===== config.mk =====
export PLATFORM = sky130hd
export DESIGN_NAME = vga_vertex_feeder_flat
export DESIGN_NICKNAME = d
export VERILOG_FILES = /design/src/rtl/vga_vertex_feeder_if.sv /design/src/rtl/vga_vertex_feeder.sv /design/src/flat_wrapper.sv
export SDC_FILE = /design/constraint.sdc
export NUM_CORES = 1
export LEC_CHECK = 0
export BUFFER_PORTS_ARGS = -buffer_cell sky130_fd_sc_hd__buf_2
export CAP_MARGIN = 15
export CORE_ASPECT_RATIO = 1.1
export CORE_MARGIN = 2
export CORE_UTILIZATION = 25
export CTS_CLUSTER_DIAMETER = 120
export DETAILED_ROUTE_END_ITERATION = 7
export MAX_ROUTING_LAYER = met4
export PLACE_DENSITY = 0.38
export SLEW_MARGIN = 25
export SYNTH_ARGS = -nofsm -noshare
export SYNTH_HDL_FRONTEND = slang
export SYNTH_SLANG_ARGS = --single-unit

===== constraint.sdc =====
create_clock -name iClock -period 12.29 [get_ports iClock]
set_input_delay 2.458 -clock iClock [delete_from_list [all_inputs] [get_ports iClock]]
set_output_delay 2.458 -clock iClock [all_outputs]
set_load 0.005 [all_outputs]

===== src/rtl/vga_vertex_feeder_if.sv =====
// Vertex feeder bus: upstream display-list writes, control strobes, and the
// vertex burst outputs that drive the VGA display block.
interface vga_vertex_feeder_if;
  logic        iWrValid;
  logic [15:0] iWrX;
  logic [15:0] iWrY;
  logic        oWrReady;
  logic        iCommit;
  logic        iClear;
  logic        iVGAVerticalSync;
  logic        oEnable;
  logic        oVertex;
  logic [15:0] o_ieee754X;
  logic [15:0] o_ieee754Y;
  logic        oBusy;
  logic        oOverflow;

  // Feeder side: consumes writes/control, produces the vertex burst.
  modport slave (
    input  iWrValid, iWrX, iWrY, iCommit, iClear, iVGAVerticalSync,
    output oWrReady, oEnable, oVertex, o_ieee754X, o_ieee754Y, oBusy, oOverflow
  );

  // Upstream/controller side.
  modport master (
    output iWrValid, iWrX, iWrY, iCommit, iClear, iVGAVerticalSync,
    input  oWrReady, oEnable, oVertex, o_ieee754X, o_ieee754Y, oBusy, oOverflow
  );
endinterface


===== src/rtl/vga_vertex_feeder.sv =====
// vga_vertex_feeder: buffers a display list of FP16 {X,Y} vertex pairs and
// replays the whole list to the VGA block as one burst per frame.
// Optional feature macro: VGA_FEEDER_VSYNC_EN -- when defined, each burst waits
// for the rising edge of iVGAVerticalSync; otherwise bursts repeat back-to-back
// separated by a single idle cycle.
module vga_vertex_feeder #(
  parameter int DEPTH      = 16,
  parameter int GAP_CYCLES = 3
) (
  input logic                iClock,
  input logic                iReset,
  vga_vertex_feeder_if.slave bus
);

  localparam int              AW         = $clog2(DEPTH);
  localparam logic [AW:0]     FULL_COUNT = (AW+1)'(DEPTH);
  localparam logic [3:0]      GAP_LAST   = 4'(GAP_CYCLES - 1);

  localparam logic [1:0] ST_LOAD = 2'd0;
  localparam logic [1:0] ST_ARM  = 2'd1;
  localparam logic [1:0] ST_SEND = 2'd2;
  localparam logic [1:0] ST_GAP  = 2'd3;

  logic [1:0]    state_reg;
  logic [1:0]    state_next;
  logic [AW:0]   count_reg;
  logic [AW-1:0] rd_idx_reg;
  logic [3:0]    gap_reg;
  logic          overflow_reg;
  logic [31:0]   out_reg;
  logic [31:0]   mem [DEPTH];

  logic          wr_fire;
  logic          frame_start;
  logic          enter_send;
  logic          last_vertex;
  logic [AW-1:0] send_idx;

  // A write lands only while loading and only if there is room.
  assign wr_fire = (state_reg == ST_LOAD) && bus.iWrValid && (count_reg < FULL_COUNT);

  // The current index is the final vertex of the list.
  assign last_vertex = ({1'b0, rd_idx_reg} + (AW+1)'(1)) >= count_reg;

`ifdef VGA_FEEDER_VSYNC_EN
  logic vs_cur_reg;
  logic vs_prev_reg;

  // Register vsync once and keep the previous sample for edge detection;
  // both start high so the idle level never looks like an edge.
  always_ff @(posedge iClock) begin
    if (iReset) begin
      vs_cur_reg  <= 1'b1;
      vs_prev_reg <= 1'b1;
    end else begin
      vs_cur_reg  <= bus.iVGAVerticalSync;
      vs_prev_reg <= vs_cur_reg;
    end
  end

  // Frame start is the end of the active-low sync pulse.
  assign frame_start = vs_cur_reg & ~vs_prev_reg;
`else
  logic vsync_unused;
  assign vsync_unused = bus.iVGAVerticalSync;

  // Free-running: ARM always proceeds after a single cycle.
  assign frame_start = 1'b1;
`endif

  // Next-state logic; clear overrides every transition.
  always_comb begin
    state_next = state_reg;
    enter_send = 1'b0;
    send_idx   = rd_idx_reg;
    case (state_reg)
      ST_LOAD: begin
        if (bus.iCommit && ((count_reg != '0) || wr_fire)) begin
          state_next = ST_ARM;
        end
      end
      ST_ARM: begin
        if (frame_start) begin
          state_next = ST_SEND;
          enter_send = 1'b1;
          send_idx   = '0;
        end
      end
      ST_SEND: begin
        state_next = ST_GAP;
      end
      ST_GAP: begin
        if (gap_reg == GAP_LAST) begin
          if (last_vertex) begin
            state_next = ST_ARM;
          end else begin
            state_next = ST_SEND;
            enter_send = 1'b1;
            send_idx   = rd_idx_reg + AW'(1);
          end
        end
      end
      default: begin
        state_next = ST_LOAD;
      end
    endcase
    if (bus.iClear) begin
      state_next = ST_LOAD;
      enter_send = 1'b0;
    end
  end

  // Control state: FSM, list length, replay index, gap timer, sticky overflow.
  always_ff @(posedge iClock) begin
    if (iReset || bus.iClear) begin
      state_reg    <= ST_LOAD;
      count_reg    <= '0;
      rd_idx_reg   <= '0;
      gap_reg      <= '0;
      overflow_reg <= 1'b0;
    end else begin
      state_reg <= state_next;
      if (wr_fire) begin
        count_reg <= count_reg + (AW+1)'(1);
      end
      if (enter_send) begin
        rd_idx_reg <= send_idx;
      end
      if (state_reg == ST_GAP) begin
        gap_reg <= gap_reg + 4'd1;
      end else begin
        gap_reg <= '0;
      end
      if ((state_reg == ST_LOAD) && bus.iWrValid && (count_reg == FULL_COUNT)) begin
        overflow_reg <= 1'b1;
      end
    end
  end

  // Display-list storage: write port appends at the current count.
  always_ff @(posedge iClock) begin
    if (wr_fire) begin
      mem[count_reg[AW-1:0]] <= {bus.iWrX, bus.iWrY};
    end
  end

  // Registered read doubles as the X/Y output register; it only updates on
  // entry to SEND so the data stays stable through GAP and ARM.
  always_ff @(posedge iClock) begin
    if (iReset || bus.iClear) begin
      out_reg <= '0;
    end else if (enter_send) begin
      out_reg <= mem[send_idx];
    end
  end

  assign bus.oWrReady   = (state_reg == ST_LOAD) && (count_reg < FULL_COUNT);
  assign bus.oEnable    = (state_reg == ST_SEND) || (state_reg == ST_GAP);
  assign bus.oVertex    = (state_reg == ST_SEND);
  assign bus.oBusy      = (state_reg != ST_LOAD);
  assign bus.oOverflow  = overflow_reg;
  assign bus.o_ieee754X = out_reg[31:16];
  assign bus.o_ieee754Y = out_reg[15:0];

endmodule

===== src/flat_wrapper.sv =====
// flat-port wrapper written by rule: the top's interface ports become plain ports
module vga_vertex_feeder_flat 
#(
  parameter int DEPTH      = 16,
  parameter int GAP_CYCLES = 3
)
  (iClock, iReset, bus_iWrValid, bus_iWrX, bus_iWrY, bus_iCommit, bus_iClear, bus_iVGAVerticalSync, bus_oWrReady, bus_oEnable, bus_oVertex, bus_o_ieee754X, bus_o_ieee754Y, bus_oBusy, bus_oOverflow);
  vga_vertex_feeder_if bus_i ();
  input logic iClock;
  input logic iReset;
  input wire logic [$bits(bus_i.iWrValid)-1:0] bus_iWrValid;
  input wire logic [$bits(bus_i.iWrX)-1:0] bus_iWrX;
  input wire logic [$bits(bus_i.iWrY)-1:0] bus_iWrY;
  input wire logic [$bits(bus_i.iCommit)-1:0] bus_iCommit;
  input wire logic [$bits(bus_i.iClear)-1:0] bus_iClear;
  input wire logic [$bits(bus_i.iVGAVerticalSync)-1:0] bus_iVGAVerticalSync;
  output wire logic [$bits(bus_i.oWrReady)-1:0] bus_oWrReady;
  output wire logic [$bits(bus_i.oEnable)-1:0] bus_oEnable;
  output wire logic [$bits(bus_i.oVertex)-1:0] bus_oVertex;
  output wire logic [$bits(bus_i.o_ieee754X)-1:0] bus_o_ieee754X;
  output wire logic [$bits(bus_i.o_ieee754Y)-1:0] bus_o_ieee754Y;
  output wire logic [$bits(bus_i.oBusy)-1:0] bus_oBusy;
  output wire logic [$bits(bus_i.oOverflow)-1:0] bus_oOverflow;
  assign bus_i.iWrValid = bus_iWrValid;
  assign bus_i.iWrX = bus_iWrX;
  assign bus_i.iWrY = bus_iWrY;
  assign bus_i.iCommit = bus_iCommit;
  assign bus_i.iClear = bus_iClear;
  assign bus_i.iVGAVerticalSync = bus_iVGAVerticalSync;
  assign bus_oWrReady = bus_i.oWrReady;
  assign bus_oEnable = bus_i.oEnable;
  assign bus_oVertex = bus_i.oVertex;
  assign bus_o_ieee754X = bus_i.o_ieee754X;
  assign bus_o_ieee754Y = bus_i.o_ieee754Y;
  assign bus_oBusy = bus_i.oBusy;
  assign bus_oOverflow = bus_i.oOverflow;
  vga_vertex_feeder #(.DEPTH(DEPTH), .GAP_CYCLES(GAP_CYCLES)) u_core (.iClock(iClock), .iReset(iReset), .bus(bus_i));
endmodule

## After elaboration in Yosys (flattened, before gate mapping)

Memory sizes are Yosys's and may differ from the RTL's. A register that Yosys moved wholly into a read port is not among the register bits.
Index checks and enable logic that the tools add are counted.

- Bits in registers: 16
- Output and inout port bits: 37
- Latch bits: 0
- Memory bits (writable): 512
- Input port bits: 38
- Memories kept: 1
- ROM bits: 0

Memory list:

| memory | words | bits a word | read ports | clocked after Yosys merged registers in | write ports | RTL line | source |
|---|---|---|---|---|---|---|---|
| u_core.mem | 16 | 32 | 1 | 1 | 1 | vga_vertex_feeder.sv:31 | `logic [31:0] mem [DEPTH];` |

- Order comparisons: 2
- $mul: 0
- Bitwise gates (word level): 1
- Reductions and logical operators: 14
- Muxes and demuxes: 13
- Eq/ne operators: 7
- Div/mod/pow operators: 0
- Shift-type cells: 0
- Add/subtract/negate cells: 4

Operator list:

| operator | number |
|---|---|
| adder 4 x 1 -> 4 bit, second input constant | 2 |
| two-way mux 4 bit | 2 |
| one-hot mux 2 bit (4 select lines) | 1 |
| one-hot mux 4 bit (2 select lines) | 1 |
| two-way mux 2 bit | 3 |
| adder 4 x 1 -> 5 bit, second input constant | 1 |
| adder 5 x 1 -> 5 bit, second input constant | 1 |
| equality test 5 bit, second input constant | 1 |
| >= comparator 5 bit | 1 |
| logical AND 1 bit | 5 |
| less-than comparator 5 bit, second input constant | 1 |
| two-way mux 1 bit | 5 |
| nonzero test 5 bit | 1 |
| equality test 2 bit, second input constant | 2 |
| equality test 4 x 2 -> 1 bit, second input constant | 1 |
| OR reduction 2 bit | 2 |
| logical OR 1 bit | 3 |
| equality test 2 x 1 -> 1 bit, second input constant | 1 |
| zero test 2 bit | 1 |
| inequality test 2 x 1 -> 1 bit, second input constant | 1 |
| inequality test 2 bit, second input constant | 1 |
| one-hot mux 1 bit (2 select lines) | 1 |
| AND reduction 2 bit | 1 |
| nonzero test 2 bit | 1 |
| NOT 1 bit | 1 |

## Longest topological paths before layout

- Depth in word-level cells: 7
- Mapped depth: 15
- Gate-level depth less buffers: 12

## Worst setup path before layout

No wires, ideal clock.

- Path kind: input to register
- Start point: input bus_iWrValid
- End point: memory u_core.mem[3][0], enable pin
- Path slack: 6.610 ns
- Stages: 4
- Buffers on the path: 1
- Data required time: 11.829 ns
- Arrival time: 5.219 ns
- Cells stage by stage: and3_1 > clkbuf_1 > nand2_1 > nor3_1

- Cells in the longest elaborated chain, start to end: 4

RTL lines:

| what | RTL line | source |
|---|---|---|
| start: declaration | flat_wrapper.sv:11 | `input wire logic [$bits(bus_i.iWrValid)-1:0] bus_iWrValid;` |
| logical AND 1 bit (2 in series) | vga_vertex_feeder.sv:40 | `assign wr_fire = (state_reg == ST_LOAD) && bus.iWrValid && (count_reg < FULL_COUNT);` |
| two-way mux 1 bit | vga_vertex_feeder.sv:142 | `if (wr_fire) begin` |
| two-way mux 1 bit (implied by the code) | vga_vertex_feeder.sv:143 | `mem[count_reg[AW-1:0]] <= {bus.iWrX, bus.iWrY};` |
| end: declaration | vga_vertex_feeder.sv:31 |  |

Every way passes these cells.

## Worst setup path in the final report

- Start point: register u_core.rd_idx_reg[2]
- End point: register u_core.out_reg[29], read port of u_core.mem

- Cells in the longest elaborated chain, start to end: 6

RTL lines:

| what | RTL line | source |
|---|---|---|
| start: declaration | vga_vertex_feeder.sv:27 | `logic [AW-1:0] rd_idx_reg;` |
| start signal: assignment | vga_vertex_feeder.sv:127 | `rd_idx_reg <= send_idx;` |
| adder 4 x 1 -> 5 bit | vga_vertex_feeder.sv:43 | `assign last_vertex = ({1'b0, rd_idx_reg} + (AW+1)'(1)) >= count_reg;` |
| >= comparator 5 bit | vga_vertex_feeder.sv:43 |  |
| two-way mux 1 bit | vga_vertex_feeder.sv:94 | `if (last_vertex) begin` |
| two-way mux 1 bit | vga_vertex_feeder.sv:93 | `if (gap_reg == GAP_LAST) begin` |
| one-hot mux 1 bit (2 select lines) | vga_vertex_feeder.sv:76 | `case (state_reg)` |
| two-way mux 1 bit | vga_vertex_feeder.sv:107 | `if (bus.iClear) begin` |
| end: declaration | vga_vertex_feeder.sv:30 | `logic [31:0] out_reg;` |

Several ways; a longest one is shown, not always the timed one.
A chain may end at the register's enable or synchronous reset.

==> out/qor.yml <==
synth_cells: 1446
die_h_um: 315
setup_tns_ns: 0
maxSlewViolCount: 0
die_w_um: 287
start_util_pct: 25.3
maxCapViolCount: 0
fin_crit_ns: 5.10
final-instance-count-excl-fill: 2732
synth.most_common_cell: "edfxtp_1"
drt_iter0_drc: 812
syn-cell-area_mm2: 0.0219
synth_area_leaders: "edfxtp_1, dfxtp_1, nand2_1, mux2i_1, a221oi_1"
grt_max_degree: 57
finalSetupViolCount: 0
hpwlAfterDp_um: 35800
leakage_nw: 8.36
hold_path_class: "reg2reg"
htree_levels: 2
r2r_end: "u_core.out_reg[29]"
clock_skew_ns: 0.0229
yosysTopAreaCellShare_pct: 70.0
seq_power_share_pct: 53.4
cts_buffer_depth: 3
timing.final.ws_setup_ns: 7.19
slew-limit-headroom_pct: 30.1
cp_slowest_cell: "dfxtp_1"
r2r_start: "u_core.rd_idx_reg[2]"
ff2ff_setup_slack_ns: 7.19
multi_input_area_mm2: 0.00535
power.switching_mw: 0.811
grt_pass1_wl_um: 93600
crit_start: "u_core.rd_idx_reg[2]"
critPathMaxFanout: 28
rsz0062_at_grt: "no"
cts_tree: "done"
ys_seq_area_share_pct: 74.4
postCtsSetupBuffers: 0
antenna_found_initial: 2
combPwrFrac_pct: 1.8
clock_latency_ns: 0.64
cts-resized-gates: 0
cp_common_cell: "buf_4"
place_congestion: 0.717
placed_cells: 2617
tightest_slew_ns: 1.05
drive_above_1_share_pct: 17.5
cp-end-kind: "flop"
status: "complete, no violations"
r2r_cells: 13
cts.clk_slew.worst_paths_ns: 0.07
synth_top_cells_by_count: "edfxtp_1, nand2_1, nor2_1, a221oi_1, mux2i_1"
min_period_over_period_pct: 41.5
overflow: 0
synth_top_cell_by_area: "edfxtp_1"
io_buffers: 73
synth_cell_types: 65
vias_per_cell: 4.73
io_pins: 75
syn_nets: 1496
largest_reg_flops: 512
crit_path_cell_trace: "nand3_1 -> xor2_1 -> inv_1 -> ha_1 -> o21ai_1 -> o2111ai_2 -> o221ai_4 -> buf_4 -> or3_1 -> buf_4 -> o22ai_1 -> o21ai_0 -> and4_1"
drc: 0
cp-endpoint: "u_core.out_reg[29]"
num_vias: 12900
yosysWarningCount: 0
synth_flop_cell: "edfxtp_1"
core_area_mm2: 0.0867
clockPowerShare_pct: 44.8
synth-edff-count: 512
powerDensity_mw_per_mm2: 153
placed_area_mm2: 0.0238
ir_worst_vdd_mv: 0.104
internal-power_mw: 3.12
cp-start-kind: "flop"
final_core_utilization_pct: 29.7
cp.required_ns: 12.86
dieArea_mm2: 0.0902
switching_share_pct: 20.7
cts_root_buffer: "clkbuf_16"
nNetsFinal: 1579
drt_pass1_iterations: 5
wl_per_cell_um: 23.8
cp.arrival_ns: 5.67
ant_nets: 0
syn_area_per_cell_um2: 15.2
register_area_mm2: 0.0163
grt_pass1_vias: 13100
grt_usage_pct: 14.7
clock.fmax_mhz: 196
holdBufCountCts: 0
cts.sinks: 560
placementRows: 113
synthArstFlopShare_pct: 0
area_delta_synth_final_pct: 17.3
place_ws_ns: 7.26
critPathMaxStageDelay_ns: 0.66
routed_wl_um: 64900
final-hold-violation-count: 0
setup.worst_path.class: "reg2reg"
ys_ff_latch: 560
final_area_mm2: 0.0258
numCtsBuffers: 60
fill_cells: 8587
-- kinds of logic after synthesis --
kind of cell    share of synthesized area [%]
compound gates                           10.6
xor+xnor                                0.279
fa+ha+maj                               0.684
buf+inv                                  2.16
flops                                    74.4
mux                                      3.66
simple gates                             8.15
-- stage by stage --
stage	hold WS, ns	total power, mW
CTS	0.481	3.98
detailed placement	0.467	2.21
finish	0.480	3.93
global placement	0.457	2.21
floorplan	0.457	2.16
global route	0.499	4.06
-- worst min path at each step --
stage | startpoint | depth (start not counted) | to | slack (ns)
finish | u_core.bus.oOverflow | 2 | u_core.bus.oOverflow | 0.48
global route | u_core.bus.oOverflow | 2 | u_core.bus.oOverflow | 0.50
CTS | u_core.bus.oOverflow | 2 | u_core.bus.oOverflow | 0.48
detailed placement | u_core.bus.oOverflow | 2 | u_core.bus.oOverflow | 0.47
global placement | u_core.bus.oOverflow | 2 | u_core.bus.oOverflow | 0.46
floorplan | u_core.gap_reg[0] | 1 | u_core.gap_reg[0] | 0.46
-- area by class of cell --
type / count / area share, %
flip-flops and latches: 560 / 63.4
multi-input cells: 784 / 20.8
inverters: 9 / 0.131
clock buffers: 89 / 6.53
clock inverters: 25 / 0.904
diodes: 1 / 0.00972
well taps: 1150 / 5.59
repair buffers: 114 / 2.61
-- worst max-delay path: cells and delay by family, from the launching register on --
family,cells,cell delay (ns)
adders and majority gates,1,0.31
AOI/OAI and AO/OA,5,1.55
buffers and inverters,3,1.07
and+or+nand+nor,3,1.04
xor gates and xnor gates,1,0.38
DFF,1,0.66
-- power by group through the flow --
stage          registers, mW  logic [mW]  clock network [mW]
6_report                2.10      0.0700                1.76
5_1_grt                 2.10      0.0782                1.88
4_1_cts                 2.10      0.0722                1.81
3_5_place_dp            2.14      0.0721                   0
3_3_place_gp            2.14      0.0703                   0
2_1_floorplan           2.14      0.0223                   0
-- cells in the final DEF, fill, tap and decap left out, types with 14 or more instances in the layout --
cell,count
buf_2,73
mux2i_1,51
a31oi_1,32
nand2_1,187
and3_1,16
clkinv_2,14
mux2_2,24
clkbuf_1,23
nor2_1,50
o22ai_1,14
o22a_1,17
clkbuf_16,61
nor3_1,17
a22o_1,30
o21ai_0,46
nand3_1,35
a221oi_1,53
o21ai_1,26
buf_4,41
nor2_4,15
dfxtp_1,48
a32oi_1,26
edfxtp_1,512
-- routing by layer --
metal	global-route usage (%)	vias up	routed length, µm
met2	24.8	274	32100
met1	18.5	6685	28600
met3	2.53	83	3060
met4	3.28	0	1200
li1	-	5877	-
met5	-	-	0
(Power assumes the default switching activity.)
